**src/rtl/rvfi_regfile_check.sv**
```systemverilog
// rvfi_regfile_check: passive RVFI monitor keeping shadow copies of a set of
// architectural registers, checking reads against them, enforcing x0 rules and
// optionally checking rvfi_order continuity.
// Optional feature macro: RISCV_FORMAL_REGCHK_ORDER_EN (rvfi_order gap check).
module rvfi_regfile_check #(
   parameter int unsigned XLEN      = 32,
   parameter int unsigned NRET      = 1,
   parameter int unsigned NTRACK    = 4,
   parameter int unsigned ORDER_W   = 64,
   parameter bit          ZERO_INIT = 1'b0
) (
   input  logic                    clk,
   input  logic                    reset,
   input  logic [NTRACK*5-1:0]     track_idx,
   input  logic [NRET-1:0]         rvfi_valid,
   input  logic [NRET*ORDER_W-1:0] rvfi_order,
   input  logic [NRET*5-1:0]       rvfi_rs1_addr,
   input  logic [NRET*5-1:0]       rvfi_rs2_addr,
   input  logic [NRET*5-1:0]       rvfi_rd_addr,
   input  logic [NRET*XLEN-1:0]    rvfi_rs1_rdata,
   input  logic [NRET*XLEN-1:0]    rvfi_rs2_rdata,
   input  logic [NRET*XLEN-1:0]    rvfi_rd_wdata,
   output logic                    err_valid,
   output logic [3:0]              err_code,
   output logic [3:0]              err_sticky,
   output logic [ORDER_W-1:0]      err_order
);

   localparam int unsigned AW = 5;

   logic [AW-1:0]      trk        [NTRACK];
   logic [XLEN-1:0]    shadow     [NTRACK];
   logic [NTRACK-1:0]  sval;
   logic [XLEN-1:0]    shadow_nxt [NTRACK];
   logic [NTRACK-1:0]  sval_nxt;
   logic [3:0]         code_nxt;
   logic               fail_found_c;
   logic [ORDER_W-1:0] fail_order_nxt;

   logic [3:0]         ch_err;
   logic [AW-1:0]      rs1a, rs2a, rda;
   logic [XLEN-1:0]    rs1d, rs2d, rdd;
   logic [ORDER_W-1:0] ord;

`ifdef RISCV_FORMAL_REGCHK_ORDER_EN
   logic [ORDER_W-1:0] exp_ord, exp_ord_nxt;
   logic               oval, oval_nxt;
`endif

   // Sequential walk over the retirement channels with write forwarding.
   always_comb begin
      shadow_nxt     = shadow;
      sval_nxt       = sval;
      code_nxt       = '0;
      fail_found_c   = 1'b0;
      fail_order_nxt = '0;
      ch_err         = '0;
      rs1a           = '0;
      rs2a           = '0;
      rda            = '0;
      rs1d           = '0;
      rs2d           = '0;
      rdd            = '0;
      ord            = '0;
`ifdef RISCV_FORMAL_REGCHK_ORDER_EN
      exp_ord_nxt    = exp_ord;
      oval_nxt       = oval;
`endif
      for (int unsigned c = 0; c < NRET; c++) begin
         if (rvfi_valid[c]) begin
            ch_err = '0;
            rs1a   = rvfi_rs1_addr[c*AW +: AW];
            rs2a   = rvfi_rs2_addr[c*AW +: AW];
            rda    = rvfi_rd_addr[c*AW +: AW];
            rs1d   = rvfi_rs1_rdata[c*XLEN +: XLEN];
            rs2d   = rvfi_rs2_rdata[c*XLEN +: XLEN];
            rdd    = rvfi_rd_wdata[c*XLEN +: XLEN];
            ord    = rvfi_order[c*ORDER_W +: ORDER_W];

            for (int unsigned k = 0; k < NTRACK; k++) begin
               if (sval_nxt[k] && (rs1a == trk[k]) && (rs1d != shadow_nxt[k]))
                  ch_err[0] = 1'b1;
               if (sval_nxt[k] && (rs2a == trk[k]) && (rs2d != shadow_nxt[k]))
                  ch_err[1] = 1'b1;
            end

            if (((rs1a == '0) && (rs1d != '0)) ||
                ((rs2a == '0) && (rs2d != '0)) ||
                ((rda  == '0) && (rdd  != '0)))
               ch_err[2] = 1'b1;

`ifdef RISCV_FORMAL_REGCHK_ORDER_EN
            // Resynchronise on every retirement so one gap raises one error.
            if (oval_nxt && (ord != exp_ord_nxt))
               ch_err[3] = 1'b1;
            exp_ord_nxt = ord + 1'b1;
            oval_nxt    = 1'b1;
`endif

            for (int unsigned k = 0; k < NTRACK; k++) begin
               if ((rda != '0) && (rda == trk[k])) begin
                  shadow_nxt[k] = rdd;
                  sval_nxt[k]   = 1'b1;
               end
            end

            code_nxt = code_nxt | ch_err;
            if ((ch_err != '0) && !fail_found_c) begin
               fail_found_c   = 1'b1;
               fail_order_nxt = ord;
            end
         end
      end
   end

   // Shadow state, tracked indices and registered error reporting.
   always_ff @(posedge clk or posedge reset) begin
      if (reset) begin
         for (int unsigned k = 0; k < NTRACK; k++) begin
            trk[k]    <= track_idx[k*AW +: AW];
            shadow[k] <= '0;
         end
         sval       <= {NTRACK{ZERO_INIT}};
         err_valid  <= 1'b0;
         err_code   <= '0;
         err_sticky <= '0;
         err_order  <= '0;
`ifdef RISCV_FORMAL_REGCHK_ORDER_EN
         exp_ord    <= '0;
         oval       <= 1'b0;
`endif
      end else begin
         shadow     <= shadow_nxt;
         sval       <= sval_nxt;
         err_valid  <= |code_nxt;
         err_code   <= code_nxt;
         err_sticky <= err_sticky | code_nxt;
         // An empty sticky means no failing retirement has been recorded yet.
         if ((err_sticky == '0) && fail_found_c)
            err_order <= fail_order_nxt;
`ifdef RISCV_FORMAL_REGCHK_ORDER_EN
         exp_ord    <= exp_ord_nxt;
         oval       <= oval_nxt;
`endif
      end
   end

endmodule

```
**config.mk**
```make
export PLATFORM = sky130hd
export DESIGN_NAME = rvfi_regfile_check
export DESIGN_NICKNAME = d
export VERILOG_FILES = /design/src/rtl/rvfi_regfile_check.sv
export SDC_FILE = /design/constraint.sdc
export NUM_CORES = 1
export LEC_CHECK = 0
export BUFFER_PORTS_ARGS = -buffer_cell sky130_fd_sc_hd__clkbuf_2
export CAP_MARGIN = 20
export CORE_ASPECT_RATIO = 0.6
export CORE_MARGIN = 2
export CORE_UTILIZATION = 49
export CTS_CLUSTER_SIZE = 30
export DETAILED_ROUTE_END_ITERATION = 12
export GPL_TIMING_DRIVEN = 0
export MAX_ROUTING_LAYER = met4
export PLACE_DENSITY_LB_ADDON = 0.05
export SETUP_SLACK_MARGIN = 0.02
export SYNTH_ARGS = -nofsm -noshare
export SYNTH_HDL_FRONTEND = slang
export SYNTH_SLANG_ARGS = --single-unit
```
**constraint.sdc**
```tcl
create_clock -name clk -period 8.1 [get_ports clk]
set_clock_uncertainty 0.15 [all_clocks]
set_input_delay 2.025 -clock clk [delete_from_list [all_inputs] [get_ports clk]]
set_output_delay 2.025 -clock clk [all_outputs]
set_load 0.02 [all_outputs]
```
Yosys cells after proc, flatten, opt, wreduce, memory -nomap -nowiden
Cells that the tools add are included.
Word-level totals
  output and inout bits: 73
  bits of input ports: 198
  register bits after elaboration: 205
  word-level logic and storage cells: 90
Operators by class
  multiplexer cells: 17
  reduce and logical (&&, ||, !) cells: 40
  equality and inequality tests: 20
  bitwise gates (word level): 1
Operators with widths (number)
  $ne 32x32->1: 8
  $mux 64: 2
  $reduce_bool 32->1: 3
  $eq 5x5->1: 12
  $logic_and 1x1->1: 24
  $logic_not 5->1: 3
  $mux 1: 14
  $reduce_and 2->1: 4
  $reduce_bool 5->1: 1
  $logic_not 4->1: 1
  $or 4x4->4: 1
  $reduce_or 4->1: 1
  $mux 3: 1
  $reduce_bool 3->1: 1
  $logic_or 1x1->1: 2

Longest topological paths before layout
Gate-level depths: netlist of run 1.
  word-level depth: 12
  depth in mapped cells: 7
  gate-level depth less buffers: 6

Worst setup path before layout of run 1
Ideal clock, no wire load.
  path kind: input -> register
  start: input rvfi_rs1_rdata[26]
  end: register err_order[0]
  stages: 7
  arrival time: 3.680 ns
  setup slack: 4.145 ns
  required time: 7.825 ns
  path buffers: 1
  cell sequence: nor4_1 -> nand4_1 -> o21ai_0 -> a31oi_4 -> o21ai_4 -> buf_6 -> mux2_2
On the way
  longest elaborated chain between the ends: 11
  elaborated cells on any way between the ends: 25
RTL lines
  start, declared: RTL line 20  | input logic [NRET*XLEN-1:0] rvfi_rs1_rdata,
  $ne 32x32->1: RTL line 81  | if (sval_nxt[k] && (rs1a == trk[k]) && (rs1d != shadow_nxt[k]))
  $logic_and 1x1->1: RTL line 81
  $mux 1 (4 in series): RTL line 81
  $mux 1: RTL line 70  | if (rvfi_valid[c]) begin
  $reduce_bool 3->1 (*): RTL line 108  | if ((ch_err != '0) && !fail_found_c) begin
  $mux 1: RTL line 108
  $mux 1: RTL line 70
  $logic_and 1x1->1: RTL line 139  | if ((err_sticky == '0) && fail_found_c)
  end signal, assigned: RTL line 140  | err_order <= fail_order_nxt;
  end, declared: RTL line 26  | output logic [ORDER_W-1:0] err_order
Every way passes the cells marked *; elsewhere a longest branch is shown, timed or not. The select of a mux whose other input is x is not followed.
A chain may end at the register's enable or synchronous reset.

Worst setup path after layout of run 1
  start: input rvfi_rs2_rdata[17]
  end: register err_order[5]
On the way
  longest elaborated chain between the ends: 11
  elaborated cells on any way between the ends: 25
RTL lines
  start, declared: RTL line 21  | input logic [NRET*XLEN-1:0] rvfi_rs2_rdata,
  $ne 32x32->1: RTL line 83  | if (sval_nxt[k] && (rs2a == trk[k]) && (rs2d != shadow_nxt[k]))
  $logic_and 1x1->1: RTL line 83
  $mux 1 (4 in series): RTL line 83
  $mux 1: RTL line 70
  $reduce_bool 3->1 (*): RTL line 108
  $mux 1: RTL line 108
  $mux 1: RTL line 70
  $logic_and 1x1->1: RTL line 139
Marks and branches as above.

==> run summary, run 1 <==
Leakage - 3.40 nW
Clk Latency, worst-skew pair - 0.35 ns
RR Endpoint - err_order[5]
CTS root buf - clkbuf_16
GRT Overall Usage - 0.273
Reg2Reg Depth - 7
initial antenna violation count - 0
Worst Setup SP - rvfi_rs2_rdata[17]
Post-Syn Area - 5000 um2
met2 WL post-DR - 6430 um
total gr overflow - 0
share of cells above drive strength 1 - 0.620
Main synth FF type - dfrtp_1
placed insts - 735
DP HPWL - 11900 um
antenna viol nets, final - 0
CP Class - input port to flop
clk slew on worst S/H paths - 0.07 ns
total CTS buffers - 9
DRT Pass-1 Iters - 4
Mapped Cells - 350
drt total wl - 14400 um
slew of the pin with the lowest slew margin - 0.715 ns
antenna fix cells - 0
flops & latches, synth - 104
worst-path fanout max - 10
RR Startpoint - shadow[119]
Post-synth EDFFs - 0
RSZ-0062 raised after global routing - false
asr flop ratio synth - 1.00
Routed WL per cell - 19.2 um
Initial Utilization - 0.506
Worst Setup EP - err_order[5]
area share of the largest cell type after synthesis - 0.521
Yosys cell types - 26
tightest hold margin - 0.341 ns
PD cells - 203 nW/um2
most frequent cells after synthesis - dfrtp_1 (104), xnor2_1 (64), mux2_2 (53), mux2_4 (43), nor4_1 (26)
Fin. Hold Viols - 0
setup violators final - 0
TritonCTS clock tree - done
DR vias/cell - 5.14
FP Rows - 28
vias in the first global route - 3971
Syn-to-layout area delta - 34.7%
DR DRC count - 0
critical path launch point type - input port
I/O Pins - 271
WP data arrival - 4.60 ns
setup_tns - 0 ns
non-filler cells, final - 751
Tcrit/Tclk final - 0.558
CTS H-tree depth - 3
reg-to-reg slack, setup - 5.14 ns
Nets - 809
Tmin final - 4.52 ns
Critical Path RT - 8.19 ns
worst min path class - flop to flop
routed wl met3 - 1560 um
max-cap violations - 0
Worst slew margin - 0.520
dominant cell type by area after synthesis - dfrtp_1
Die Ht - 82.2 um
Highest Clock Rate - 0.221 GHz
clk sink count - 104
port bufs - 248
Chip Width - 134 um
fin util - 0.681
Core Region - 9880 um2
initial detailed-routing violation count - 184
post-synthesis sequential area ratio - 0.521
peak supply drop - 0.138 mV
PostCTS Resize Cnt - 0
Clock Tree Buf Depth - 2
die outline area - 11000 um2
Syn Area/Cell - 14.3 um2
pins over their slew limit - 0
largest net degree at the start of global routing - 73
status - complete, no violations
hold_buf cts - 0
vias - 3859
Post-CTS Setup Bufs - 0
Ys Warns - 20
top layer in use - met4
most frequent cell after synthesis - dfrtp_1
WL met1 - 6240 um
CP endpoint kind - flop
Routability Congestion - 0.992
dpl ws - 3.32 ns
first-pass GRT wire length - 21400 um
final worst setup slack - 3.58 ns
top cells by area, synth - dfrtp_1 (52%), mux2_4 (13%), mux2_2 (12%)
cell type report:
class                   instances  area (um2)
fillers                       756        3150
flip-flops and latches        104        2600
multi-input cells             234        2290
repair buffers                249        1270
clock buffers                  10         239
well taps                     135         169
plain buffers                  11         101
clock inverters                 6        51.3
inverters                       2        10.0
worst min path at each step:
stage	end	cells past startpoint	start	slack, ns
finish	sval[0]	1	sval[0]	0.34
global route	err_order[35]	1	err_order[35]	0.37
CTS	sval[0]	1	sval[0]	0.34
detailed placement	sval[0]	1	sval[0]	0.32
global placement	sval[0]	1	sval[0]	0.31
floorplan	sval[0]	1	sval[0]	0.28
report_power, final:
group / switching (mW) / internal (mW) / leakage, nW
registers: 0.0499 / 0.581 / 1.28
logic: 0.159 / 0.159 / 1.97
clock network: 0.199 / 0.221 / 0.145
layer usage:
| layer | vias to the layer above | GRT usage |
|---|---|---|
| met5 | - | - |
| met4 | 0 | 0.0663 |
| met3 | 16 | 0.0891 |
| met2 | 189 | 0.417 |
| met1 | 1856 | 0.357 |
| li1 | 1798 | - |
kinds of logic (layout without fill, tap and decap cells):
kind of cell	Yosys count	count (layout)	synth area share
xor+xnor	64	64	0.112
buf+inv	13	278	0.0218
flops	104	104	0.521
other cells	1	2	0.000750
mux	96	96	0.249
compound gates	9	9	0.0153
simple gates	63	63	0.0806
through the flow:
step,area [um2],power [mW]
2_1_floorplan,5000,0.817
5_1_grt,6730,1.43
3_5_place_dp,6440,0.958
4_1_cts,6730,1.38
3_3_place_gp,6410,0.948
6_report,6730,1.37
flip-flops by register name, summed over array words and instances, names as in the netlist:
register / cells
err_order: 64
shadow: 32
err_code: 3
err_sticky: 3
err_valid: 1
sval: 1
critical path: stages:
cell and delay (ns):
clkbuf_2 0.11, nor4_1 0.54, nand4_1 0.29, o21ai_0 0.44
a31oi_4 0.17, o21ai_4 0.45, buf_6 0.22, mux2_2 0.35
layout by cell type (no fill, tap or decap), drive strengths merged, types with 2 or more instances in the layout:
cell / instances
clkbuf: 258
dfrtp: 104
mux2: 96
xnor2: 64
nor4: 28
nand4: 22
buf: 12
o21ai: 5
or2: 4
clkinv: 4
inv: 4
nor2: 3
or4: 3
a21oi: 2
conb: 2
Note: power is estimated with default switching activity, not from simulation.
==> run 2, diff against run 1 <==
--- a/config.mk
+++ b/config.mk
@@ -9,7 +9,7 @@
 export CAP_MARGIN = 20
 export CORE_ASPECT_RATIO = 0.6
 export CORE_MARGIN = 2
-export CORE_UTILIZATION = 49
+export CORE_UTILIZATION = 41
 export CTS_CLUSTER_SIZE = 30
 export DETAILED_ROUTE_END_ITERATION = 12
 export GPL_TIMING_DRIVEN = 0
==> constraint.sdc (replaced) <==
create_clock -name clk -period 3.8 [get_ports clk]
set_clock_uncertainty 0.15 [all_clocks]
set_input_delay 0.95 -clock clk [delete_from_list [all_inputs] [get_ports clk]]
set_output_delay 0.95 -clock clk [all_outputs]
set_load 0.02 [all_outputs]
==> run 2 against run 1 <==
Net effect:
- critical path depth unchanged
- wire length increased by 1.8%
- register-to-register slack got worse by 4.5 ns
==> run summary, run 2 (synthesis results as in run 1) <==
status - complete, no violations
Tcrit/Tclk final - 0.910
worst-path fanout max - 10
Seq. cell area - 2600 um2
dpl ws - 0.0979 ns
FP Rows - 31
largest registers - err_order (64), shadow (32)
Initial Utilization - 0.417
RR Startpoint - shadow[104]
Top delay family on crit path - compound AO/OA/AOI/OAI gates
DR DRC count - 0
commonest non-fill, non-tap cell in the layout - clkbuf_2
total CTS buffers - 9
Worst slew margin - 0.519
CP Class - input port to flop
vias - 3880
CTS root buf - clkbuf_16
CP endpoint kind - flop
die outline area - 13100 um2
GRT Overall Usage - 0.233
WP data arrival - 3.53 ns
PostCTS Resize Cnt - 0
Fin. Hold Viols - 0
critical path launch point type - input port
largest stage delay on the critical path - 0.58 ns
most frequent cells in the layout - clkbuf_2 (248), dfrtp_1 (104), xnor2_1 (64), mux2_2 (53), mux2_4 (43)
FILL cells - 1060
port bufs - 248
RR Endpoint - err_order[4]
first-pass GRT wire length - 21900 um
part of the power in registers - 0.451
Worst Setup EP - err_order[4]
total gr overflow - 0
vias in the first global route - 3900
share of cells above drive strength 1 - 0.621
reg-to-reg slack, setup - 0.63 ns
hold_buf cts - 0
slew of the pin with the lowest slew margin - 0.715 ns
Core Region - 12000 um2
Routed WL per cell - 18.7 um
setup_tns - 0 ns
Top reg by flops - err_order
slowest library cell on the worst path - nor4_1
DR vias/cell - 4.96
Nets - 810
final instance area - 6790 um2
final worst setup slack - 0.341 ns
Net Sw Power - 873 uW
CTS H-tree depth - 3
DP HPWL - 12300 um
Multi-input gate area - 2290 um2
drt total wl - 14700 um
Leakage - 3.40 nW
largest net degree at the start of global routing - 44
combinational share of power - 0.232
Die Ht - 89.5 um
clk slew on worst S/H paths - 0.07 ns
PD cells - 437 nW/um2
max-cap violations - 0
Highest Clock Rate - 0.289 GHz
DRT Pass-1 Iters - 4
instance area at placement - 6490 um2
Reg2Reg Depth - 7
antenna fix cells - 0
Worst Setup SP - rvfi_rs1_rdata[8]
I/O Pins - 271
peak supply drop - 0.196 mV
Clk Latency, worst-skew pair - 0.34 ns
max FFs per register - 64
initial detailed-routing violation count - 183
Syn-to-layout area delta - 36.0%
Critical Path RT - 3.87 ns
TritonCTS clock tree - done
initial antenna violation count - 0
setup violators final - 0
RSZ-0062 raised after global routing - false
clk sink count - 104
Post-CTS Setup Bufs - 0
Int Pwr - 2.10 mW
antenna viol nets, final - 0
clock power share - 0.318
crit-path cells - clkbuf_2 > xnor2_1 > nand4_1 > nor4_1 > a41oi_1 > o21ai_4 > buf_6 > mux2_2
switching share of power - 0.294
Tmin final - 3.46 ns
Routability Congestion - 0.888
Clock Tree Buf Depth - 2
worst min path class - flop to flop
CP Buf/Inv Count - 2
CP Depth - 8
pins over their slew limit - 0
Chip Width - 147 um
==> run 2: worst min-delay path by stage <==
stage / cells past startpoint / start / end / slack [ns]
detailed placement: 1 / sval[0] / sval[0] / 0.30
global placement: 1 / sval[0] / sval[0] / 0.30
finish: 1 / sval[0] / sval[0] / 0.32
floorplan: 1 / sval[0] / sval[0] / 0.28
global route: 1 / sval[0] / sval[0] / 0.35
CTS: 1 / sval[0] / sval[0] / 0.32
==> run 2: layout make-up <==
type / instances / share of cell area
Clock inverter: 7 / 0.0112
Sequential cell: 104 / 0.383
Timing Repair Buffer: 250 / 0.189
Tap cell: 165 / 0.0304
Multi-Input combinational cell: 234 / 0.337
Clock buffer: 9 / 0.0331
Inverter: 2 / 0.00166
Buffer: 11 / 0.0149
==> run 2: power by group through the flow <==
stage | registers (mW) | clock network [mW] | logic, mW
after floorplan | 1.46 | 0 | 0.284
after global placement | 1.35 | 0 | 0.675
after detailed placement | 1.36 | 0 | 0.688
after CTS | 1.34 | 0.973 | 0.691
after global routing | 1.35 | 1.02 | 0.739
final | 1.34 | 0.943 | 0.688
==> run 2: metal layers <==
layer | GRT usage | up-vias | wire length (um)
li1 | - | 1795 | -
met1 | 0.318 | 1883 | 6660
met2 | 0.345 | 190 | 6510
met3 | 0.0776 | 12 | 1390
met4 | 0.0388 | 0 | 95
met5 | - | - | 0
==> run 2: metrics by stage <==
step / total power [mW] / cells / hold slack (ns) / utilization
6_report: 2.97 / 782 / 0.323 / 0.567
5_1_grt: 3.11 / 782 / 0.348 / 0.567
4_1_cts: 3.00 / 782 / 0.323 / 0.567
3_5_place_dp: 2.04 / 766 / 0.302 / 0.542
3_3_place_gp: 2.03 / 764 / 0.304 / 0.538
2_1_floorplan: 1.74 / 351 / 0.285 / -
==> run 3, diff against run 2 <==
--- a/config.mk
+++ b/config.mk
@@ -5,14 +5,15 @@
 export SDC_FILE = /design/constraint.sdc
 export NUM_CORES = 1
 export LEC_CHECK = 0
+export ABC_AREA = 1
 export BUFFER_PORTS_ARGS = -buffer_cell sky130_fd_sc_hd__clkbuf_2
 export CAP_MARGIN = 20
 export CORE_ASPECT_RATIO = 0.6
 export CORE_MARGIN = 2
-export CORE_UTILIZATION = 41
+export CORE_UTILIZATION = 43
 export CTS_CLUSTER_SIZE = 30
 export DETAILED_ROUTE_END_ITERATION = 12
-export GPL_TIMING_DRIVEN = 0
+export GPL_TIMING_DRIVEN = 1
 export MAX_ROUTING_LAYER = met4
 export PLACE_DENSITY_LB_ADDON = 0.05
 export SETUP_SLACK_MARGIN = 0.02
==> run 3 against run 2 <==
Net effect:
- wire length increased by 9.5%
- area after synthesis increased by 14%
- final area increased by 7.7%
- via count increased by 32%
- die area increased by 8.2%
- combinational power decreased by 17%
- sequential power decreased by 4%
- clock-buffer cell count unchanged
- utilization increased by 0.078 points
- sequential share of layout area decreased by 2.7 points
- cell count increased by 38%
- register-to-register slack improved by 0.75 ns
- largest cell class is now multi-input gates
==> run summary, run 3 <==
Highest Clock Rate - 0.375 GHz
dominant cell type by area after synthesis - dfrtp_1
critical path launch point type - input port
pins over their slew limit - 0
FP Rows - 32
Mapped Cells - 665
vias in the first global route - 4974
Post-CTS Setup Bufs - 0
setup violators final - 0
largest registers - err_order (64), shadow (32)
Main synth FF type - dfrtp_1
DR DRC count - 0
Ys Warns - 20
drt total wl - 16100 um
Worst slew margin - 0.515
Post-Syn Area - 5690 um2
PD cells - 385 nW/um2
Syn Area/Cell - 8.55 um2
most frequent cells after synthesis - nand2_1 (240), dfrtp_1 (104), nor2_1 (92), nand3_2 (61), xnor2_1 (53)
CTS root buf - clkbuf_16
asr flop ratio synth - 1.00
worst min path class - flop to flop
Clock Tree Buf Depth - 2
max-cap violations - 0
most frequent cells in the layout - clkbuf_2 (248), nand2_1 (240), dfrtp_1 (104), nor2_1 (92), nand3_2 (60)
Synth Area in Adders - 0
PostCTS Resize Cnt - 0
CP endpoint kind - flop
most frequent cell after synthesis - nand2_1
Nets - 1100
die outline area - 14200 um2
total CTS buffers - 9
instance area at placement - 7010 um2
RR Endpoint - err_order[25]
reg-to-reg slack, setup - 1.38 ns
port bufs - 248
Die Ht - 93.1 um
Top reg by flops - err_order
total gr overflow - 0
Routed WL per cell - 14.9 um
Multi-input gate area - 2750 um2
clk slew on worst S/H paths - 0.08 ns
Critical Path RT - 3.93 ns
RSZ-0062 raised after global routing - false
area share of the largest cell type after synthesis - 0.458
Post-synth EDFFs - 0
CP Class - input port to flop
FILL cells - 1205
antenna viol nets, final - 0
Hold EP - err_order[10]
CTS H-tree depth - 3
hold_buf cts - 0
Initial Utilization - 0.441
slew of the pin with the lowest slew margin - 0.725 ns
Clk Latency, worst-skew pair - 0.34 ns
DR vias/cell - 4.76
status - complete, no violations
DP HPWL - 12500 um
Reg2Reg Depth - 11
first-pass GRT wire length - 25800 um
share of cells above drive strength 1 - 0.390
clk sink count - 104
Tot Pwr - 2.81 mW
TritonCTS clock tree - done
tightest hold margin - 0.323 ns
hold_sp - err_order[10]
Hold Crit Depth - 2
mux cell area share after synthesis - 0.0337
Core Region - 12900 um2
Tmin final - 2.67 ns
initial detailed-routing violation count - 221
post-synthesis xor/xnor area fraction - 0.0816
I/O Pins - 271
commonest non-fill, non-tap cell in the layout - clkbuf_2
top cells by area, synth - dfrtp_1 (46%), nand2_1 (16%), nand3_2 (11%)
Yosys cell types - 26
Leakage - 3.81 nW
setup_tns - 0 ns
RR Startpoint - shadow[122]
max FFs per register - 64
vias - 5132
Routability Congestion - 0.907
initial antenna violation count - 1
DRT Pass-1 Iters - 4
worst-path fanout max - 64
Fin. Hold Viols - 0
WP data arrival - 2.80 ns
Seq. cell area - 2600 um2
Syn-to-layout area delta - 28.7%
peak supply drop - 0.254 mV
Synth Area in Simple Gates - 0.346
Tcrit/Tclk final - 0.702
final instance area - 7320 um2
post-synthesis sequential area ratio - 0.458
flops & latches, synth - 104
Synth Area in Compound Gates - 0.0183
largest net degree at the start of global routing - 73
largest family of logic cells by synthesized area - simple AND/OR/NAND/NOR gates
Chip Width - 152 um
GRT Overall Usage - 0.237
run 3: cell count changes after synthesis, moves of 6 or more:
cell	delta
buf_4	+6
nand3_2	+61
mux2_2	-36
nand4_1	-22
inv_1	+28
a21oi_1	+7
xnor2_1	-11
mux2_4	-43
buf_6	+8
nor4_1	-26
nor2_1	+89
nand3_1	+8
nand2_1	+239
run 3: final cells by class:
class	instances	share of cell area
Tap cell	170	0.0291
Multi-Input combinational cell	503	0.376
Antenna cell	1	0.000342
Timing Repair Buffer	252	0.181
Clock inverter	7	0.0108
Clock buffer	9	0.0308
Inverter	32	0.0169
Sequential cell	104	0.356
run 3: metrics by stage:
step | setup WS, ns | util | instances
after global placement | 0.818 | 0.544 | 1061
after CTS | 1.12 | 0.567 | 1077
final | 1.13 | 0.568 | 1078
after floorplan | 1.45 | - | 666
after detailed placement | 0.752 | 0.544 | 1061
after global routing | 0.932 | 0.568 | 1078
run 3: power by group:
part	switching (mW)	internal, mW
clock network	0.434	0.519
logic	0.327	0.245
registers	0.0827	1.21
total	0.844	1.97
run 3: worst max-delay path by stage:
stage                                  start            end  depth (start not counted)  slack (ns)
after global placement    rvfi_rs1_rdata[22]  err_order[55]                         12        0.82
after detailed placement   rvfi_rs2_rdata[6]  err_order[25]                         12        0.75
after global routing       rvfi_rs2_rdata[6]   err_order[2]                         12        0.93
after floorplan                        reset    err_code[0]                          1        1.45
after CTS                  rvfi_rs2_rdata[6]  err_order[25]                         12        1.12
final                     rvfi_rs1_rdata[22]  err_order[25]                         12        1.13
run 3: kinds of logic after synthesis:
| family | after synthesis |
|---|---|
| AND/OR/NAND/NOR | 411 |
| flip-flops | 104 |
| buffers and inverters | 59 |
| XOR/XNOR | 53 |
| AO/OA/AOI/OAI | 20 |
| multiplexers | 17 |
| other | 1 |
run 3: critical path: stages:
cell      delay, ns
clkbuf_2       0.10
xnor2_1        0.26
nand2_1        0.08
nor2_1         0.12
nand2_1        0.06
nor2_1         0.13
nand2_1        0.08
nand2_1        0.14
nand3_4        0.11
nand2_4        0.51
nand2_1        0.13
nand2_1        0.09
run 3: layer usage:
metal | vias up | GRT usage | wire [um]
met2 | 198 | 0.351 | 6830
met3 | 9 | 0.0635 | 1460
met4 | 0 | 0.0363 | 103
met1 | 2383 | 0.335 | 7660
met5 | - | - | 0
li1 | 2542 | - | -
